==> src/rtl/mem_stage.sv <==
// MEM pipeline stage: accepts the EX bundle, waits for the data-SRAM response on loads,
// aligns/extends load data and drives the MEM->WB bus and the ID forwarding bus.
module mem_stage (
  input  logic        clk,
  input  logic        reset,
  input  logic        EX_to_MEM_valid,
  output logic        MEM_allowin,
  input  logic [75:0] EX_to_MEM_BUS,
  input  logic        data_sram_data_ok,
  input  logic [31:0] data_sram_rdata,
  output logic        MEM_to_WB_valid,
  input  logic        WB_allowin,
  output logic [70:0] MEM_to_WB_BUS,
  output logic [37:0] MEM_RF_BUS
);

  localparam int unsigned EX_TO_MEM_LEN = 76;
  localparam int unsigned MEM_TO_WB_LEN = 71;
  localparam int unsigned MEM_RF_LEN    = 38;

  // load_op is one-hot: [0] ld.b, [1] ld.bu, [2] ld.h, [3] ld.hu, [4] ld.w
  typedef enum logic [1:0] {IDLE, WAIT, HAVE} state_e;

  state_e                     state_q, state_d;
  logic [EX_TO_MEM_LEN-1:0]   ex_bus_q, ex_bus_d;
  logic [31:0]                rdata_buf_q, rdata_buf_d;

  logic [31:0] pc;
  logic        gr_we;
  logic [4:0]  dest;
  logic [31:0] alu_result;
  logic [4:0]  load_op;
  logic        res_from_mem;

  logic        mem_valid;
  logic        resp_now;
  logic        ready_go;
  logic        transfer;
  logic [31:0] word;
  logic [7:0]  sel_byte;
  logic [15:0] sel_half;
  logic [31:0] load_result;
  logic [31:0] final_result;

  assign {pc, gr_we, dest, alu_result, load_op, res_from_mem} = ex_bus_q;

  always_ff @(posedge clk) begin
    if (reset) begin
      state_q     <= IDLE;
      ex_bus_q    <= '0;
      rdata_buf_q <= '0;
    end else begin
      state_q     <= state_d;
      ex_bus_q    <= ex_bus_d;
      rdata_buf_q <= rdata_buf_d;
    end
  end

  // data_ok only belongs to the resident instruction while it is waiting for it
  assign mem_valid = (state_q != IDLE);
  assign resp_now  = (state_q == WAIT) && data_sram_data_ok;
  assign ready_go  = (state_q == HAVE) || resp_now;
  assign transfer  = EX_to_MEM_valid && MEM_allowin;

  always_comb begin
    state_d     = state_q;
    ex_bus_d    = ex_bus_q;
    rdata_buf_d = rdata_buf_q;
    if (resp_now) begin
      rdata_buf_d = data_sram_rdata;
    end
    if (MEM_allowin) begin
      if (transfer) begin
        ex_bus_d = EX_to_MEM_BUS;
        state_d  = EX_to_MEM_BUS[0] ? WAIT : HAVE;
      end else begin
        state_d = IDLE;
      end
    end else if (resp_now) begin
      state_d = HAVE;
    end
  end

  always_comb begin
    MEM_allowin     = !mem_valid || (ready_go && WB_allowin);
    MEM_to_WB_valid = mem_valid && ready_go;

    word = resp_now ? data_sram_rdata : rdata_buf_q;
    case (alu_result[1:0])
      2'd0:    sel_byte = word[7:0];
      2'd1:    sel_byte = word[15:8];
      2'd2:    sel_byte = word[23:16];
      default: sel_byte = word[31:24];
    endcase
    sel_half = alu_result[1] ? word[31:16] : word[15:0];

    if (load_op[0])      load_result = {{24{sel_byte[7]}}, sel_byte};
    else if (load_op[1]) load_result = {24'd0, sel_byte};
    else if (load_op[2]) load_result = {{16{sel_half[15]}}, sel_half};
    else if (load_op[3]) load_result = {16'd0, sel_half};
    else                 load_result = word;

    final_result  = res_from_mem ? load_result : alu_result;
    MEM_to_WB_BUS = {pc, gr_we, dest, final_result, res_from_mem};
    MEM_RF_BUS    = {dest & {5{gr_we && mem_valid}},
                     mem_valid && res_from_mem && !ready_go,
                     final_result};
  end

endmodule

==> config.mk <==
export PLATFORM = sky130hd
export DESIGN_NAME = mem_stage
export DESIGN_NICKNAME = d
export VERILOG_FILES = /design/src/rtl/mem_stage.sv
export SDC_FILE = /design/constraint.sdc
export NUM_CORES = 1
export LEC_CHECK = 0
export ABC_AREA = 1
export BUFFER_PORTS_ARGS = -buffer_cell sky130_fd_sc_hd__buf_2
export CAP_MARGIN = 20
export CORE_ASPECT_RATIO = 0.5
export CORE_MARGIN = 2
export CORE_UTILIZATION = 40
export CTS_CLUSTER_SIZE = 28
export DETAILED_ROUTE_END_ITERATION = 7
export PLACE_DENSITY = 0.68
export SKIP_CTS_REPAIR_TIMING = 1
export SYNTH_ARGS = -nofsm -noshare
export SYNTH_HDL_FRONTEND = slang
export SYNTH_SLANG_ARGS = --single-unit
export TNS_END_PERCENT = 10
==> constraint.sdc <==
create_clock -name clk -period 4.2 [get_ports clk]
set_input_delay 0.42 -clock clk [delete_from_list [all_inputs] [get_ports clk]]
set_output_delay 0.42 -clock clk [all_outputs]
set_load 0.01 [all_outputs]
==> metrics.md <==
| Metric | Value |
|---|---|
| Outcome | `complete, no violations` |
| Global Route met2 Usage | `34.4%` |
| Flip-flop and latch count after synthesis | `109` |
| WP data arrival | `~2700 ps` |
| Max Fclk | `between 300 and 400 MHz` |
| Cts bufs inserted | `9` |
| Layout Utilization | `between 40% and 50%` |
| Fraction of synthesized cell area taken by the top area cell type | `between 30% and 40%` |
| Total cell area at the placement stage | `between 0.006 and 0.007 sq mm` |
| DP Worst Slack | `around 1500 ps` |
| Max_slew headroom | `roughly 44%` |
| Power density over cell area | `slightly above 400 mW/mm^2` |
| Largest clock skew in the final design | `approximately 7.6 ps` |
| Final setup margin | `1100 ps` |
| Sequential share of power | `a little over two fifths` |
| H-Tree Level Count | `3` |
| Total power | `approximately 2.7 mW` |
| Initial Utilization | `41.6%` |
| Switching share of total power | `between 30% and 40%` |
| Synthesis-to-layout area growth | `16.0%` |
| Unique cell type count in the Yosys netlist | `24` |
| Endpoints failing hold | `0` |
| # Max-Cap Violations | `0` |
| CP Data Required Time | `approximately 3800 ps` |
| Fraction of power consumed by combinational cells | `a little under a quarter` |
| Via density | `around 4.7` |
| Most used flip-flop cell after synthesis | `dfxtp_1` |
| Clock latency of the later-clocked register in the worst-skew pair | `340 ps` |
| Number of pins with negative max-slew slack in the final report | `0` |
| Router iterations before antenna repair | `5` |
| Least-Margin Pin Slew | `~840 ps` |
| Finished Layout Cells | `1189` |
| Clock tree from TritonCTS | `built` |
| Global-route wire length before repair | `25000 microns` |
| Antenna diode count | `0` |
| Total wire length after detailed routing | `~16000 microns` |
| FILL cells | `1518` |
| Die Y | `a little under 90 microns` |
| Placeable core area | `~0.014 sq mm` |
| Global-route met3 utilization | `approximately 4.8%` |
| Remaining antenna violation count after routing | `0` |
| Net switching power of the design | `about 900 uW` |
| Setup violation total in the final timing report | `0` |
| Standby leakage power | `between 3 and 4 nW` |
| Post-synth EDFFs | `0` |
| Number of DRC markers after the initial detailed-route iteration | `around 440` |
| Net count, final | `1105` |
| Fraction of synthesis flops using an asynchronous set or reset pin | `0%` |
| Largest fanout on the critical path | `43` |
| Relative contribution of the clock network to total power | `around 33%` |
| Longest Clk Path Bufs | `2` |
| Cells after DPL | `1172` |
| Total GRT Usage | `20.6%` |
| Routing layer with the top usage in global route | `met2` |
| Count of standard-cell rows | `30` |
| Maximum number of pins on one net before global-route repair | `86` |
| Number of buffer cells added on primary ports | `~220` |
| Antenna violations before repair | `0` |
| Final HPWL from detailed placement | `12100 microns` |
| Biggest area contributors in the synthesized netlist | `dfxtp_1, nand2_1, nor2_1` |
| Master cell of the clock root buffer | `clkbuf_16` |
| Critical path capture point type | `output pin` |
| Final period demand of the worst path | `about 3100 ps` |
| Met1 Resource Use GR | `~28%` |
| Clock-pin slew of the registers on the worst-case setup and hold paths | `about 80 ps` |
| Via count of the first global-routing pass | `between 5k and 6k` |
| Final hold slack | `a little over 300 ps` |
| Net count of the mapped netlist | `roughly 1000` |
| IO Count | `roughly 220` |
| RSZ-0062 raised after global routing | `false` |
| Max VDD drop | `0.000169 V` |
| CTS Sinks | `roughly 110` |
| Share of the clock period used by the worst path | `73.9%` |
| Average wire per cell in the routed design | `about 14 microns` |
| Kind of critical path | `flop to output pin` |
| Fin area | `around 0.0067 sq mm` |
| Residual DRC count | `0` |
| Setup TNS Final | `0 ps` |
| Floorplan die area | `0.0154 sq mm` |
| Die outline width | `approximately 170 microns` |
| Total congestion overflow after global routing | `0` |
| Internal power | `1.79 mW` |
| Final Wtd Congestion | `roughly 0.87` |
| Area leader, netlist | `dfxtp_1` |
| Mapped Cells | `870` |
| Class of the worst hold path | `primary input to flop` |
| Share of cells above drive strength 1 | `roughly a quarter` |
| Total number of vias | `~5.6k` |
| Share of the yosys chip area belonging to registers | `a little under two fifths` |
| Leading cell types by count after synthesis | `nand2_1, nor2_1, dfxtp_1` |
| Area of the mapped netlist | `around 0.0058 sq mm` |
| Syn. warnings | `0` |
| Crit path launch type | `flop` |
| Synthesized area divided by synthesized cell count | `around 6.6 sq um` |
| Library cell with the highest instance count after synthesis | `nand2_1` |
==> state kept, by name, indices dropped and copies added (netlist names) <==
register,count
ex_bus_q,75
state_q,2
rdata_buf_q,32
==> critical path: stages, from the launching register on <==
cell	delay, ps
dfxtp_1	470
nand3_4	420
o21ai_0	680
o211ai_1	150
o21ai_1	310
nand2_1	130
buf_2	160
==> cell usage in the layout (no fill, tap or decap), types with 2 or more instances in the layout <==
master | Yosys | layout
o21ai_1 | 68 | 68
buf_4 | 81 | 7
inv_6 | 0 | 3
nand2_2 | 6 | 6
dfxtp_1 | 109 | 109
clkbuf_16 | 0 | 9
a21oi_1 | 31 | 31
nor2_1 | 188 | 188
clkinv_8 | 0 | 2
nand2_1 | 196 | 196
o211ai_1 | 7 | 7
nand3_1 | 28 | 28
inv_1 | 49 | 48
inv_2 | 4 | 5
a211oi_1 | 5 | 5
o21ai_0 | 51 | 51
buf_2 | 5 | 222
==> cell families after synthesis <==
logic type | synth area share, %
AO/OA/AOI/OAI | 14.6
buffers and inverters | 18.2
flip-flops | 37.9
AND/OR/NAND/NOR | 29.3
==> path summary, 6_finish.rpt <==
check                                        end  slack (ps)  cells past startpoint              start
worst max-delay path            MEM_to_WB_BUS[4]        1100                      6         state_q[0]
worst min-delay path                ex_bus_q[32]         310                      3  EX_to_MEM_BUS[32]
worst max register to register      ex_bus_q[54]        1810                      9         state_q[1]
worst min register to register      ex_bus_q[40]         470                      2       ex_bus_q[40]
==> final cells by class <==
| class | instances | area (sq um) | share of cell area [%] |
|---|---|---|---|
| Multi-Input combinational cell | 587 | 2520 | 37.8 |
| Tap cell | 192 | 240 | 3.60 |
| Clock buffer | 9 | 225 | 3.38 |
| Inverter | 54 | 203 | 3.04 |
| Clock inverter | 7 | 86.3 | 1.29 |
| Sequential cell | 109 | 2180 | 32.7 |
| Timing Repair Buffer | 231 | 1210 | 18.2 |
==> per-layer routing <==
layer	part of all wire (%)	vias to the layer above
met5	0	-
met4	0.60	0
met3	6.8	10
met2	46	178
met1	46	2527
li1	-	2907
==> power by group through the flow <==
stage | registers [mW] | clock network (mW) | logic [mW]
2_1_floorplan | 1.17 | 0 | 0.510
4_1_cts | 1.16 | 0.903 | 0.648
3_3_place_gp | 1.18 | 0 | 0.636
3_5_place_dp | 1.18 | 0 | 0.646
5_1_grt | 1.17 | 0.946 | 0.725
6_report | 1.16 | 0.880 | 0.645
(Power assumes the default switching activity.)
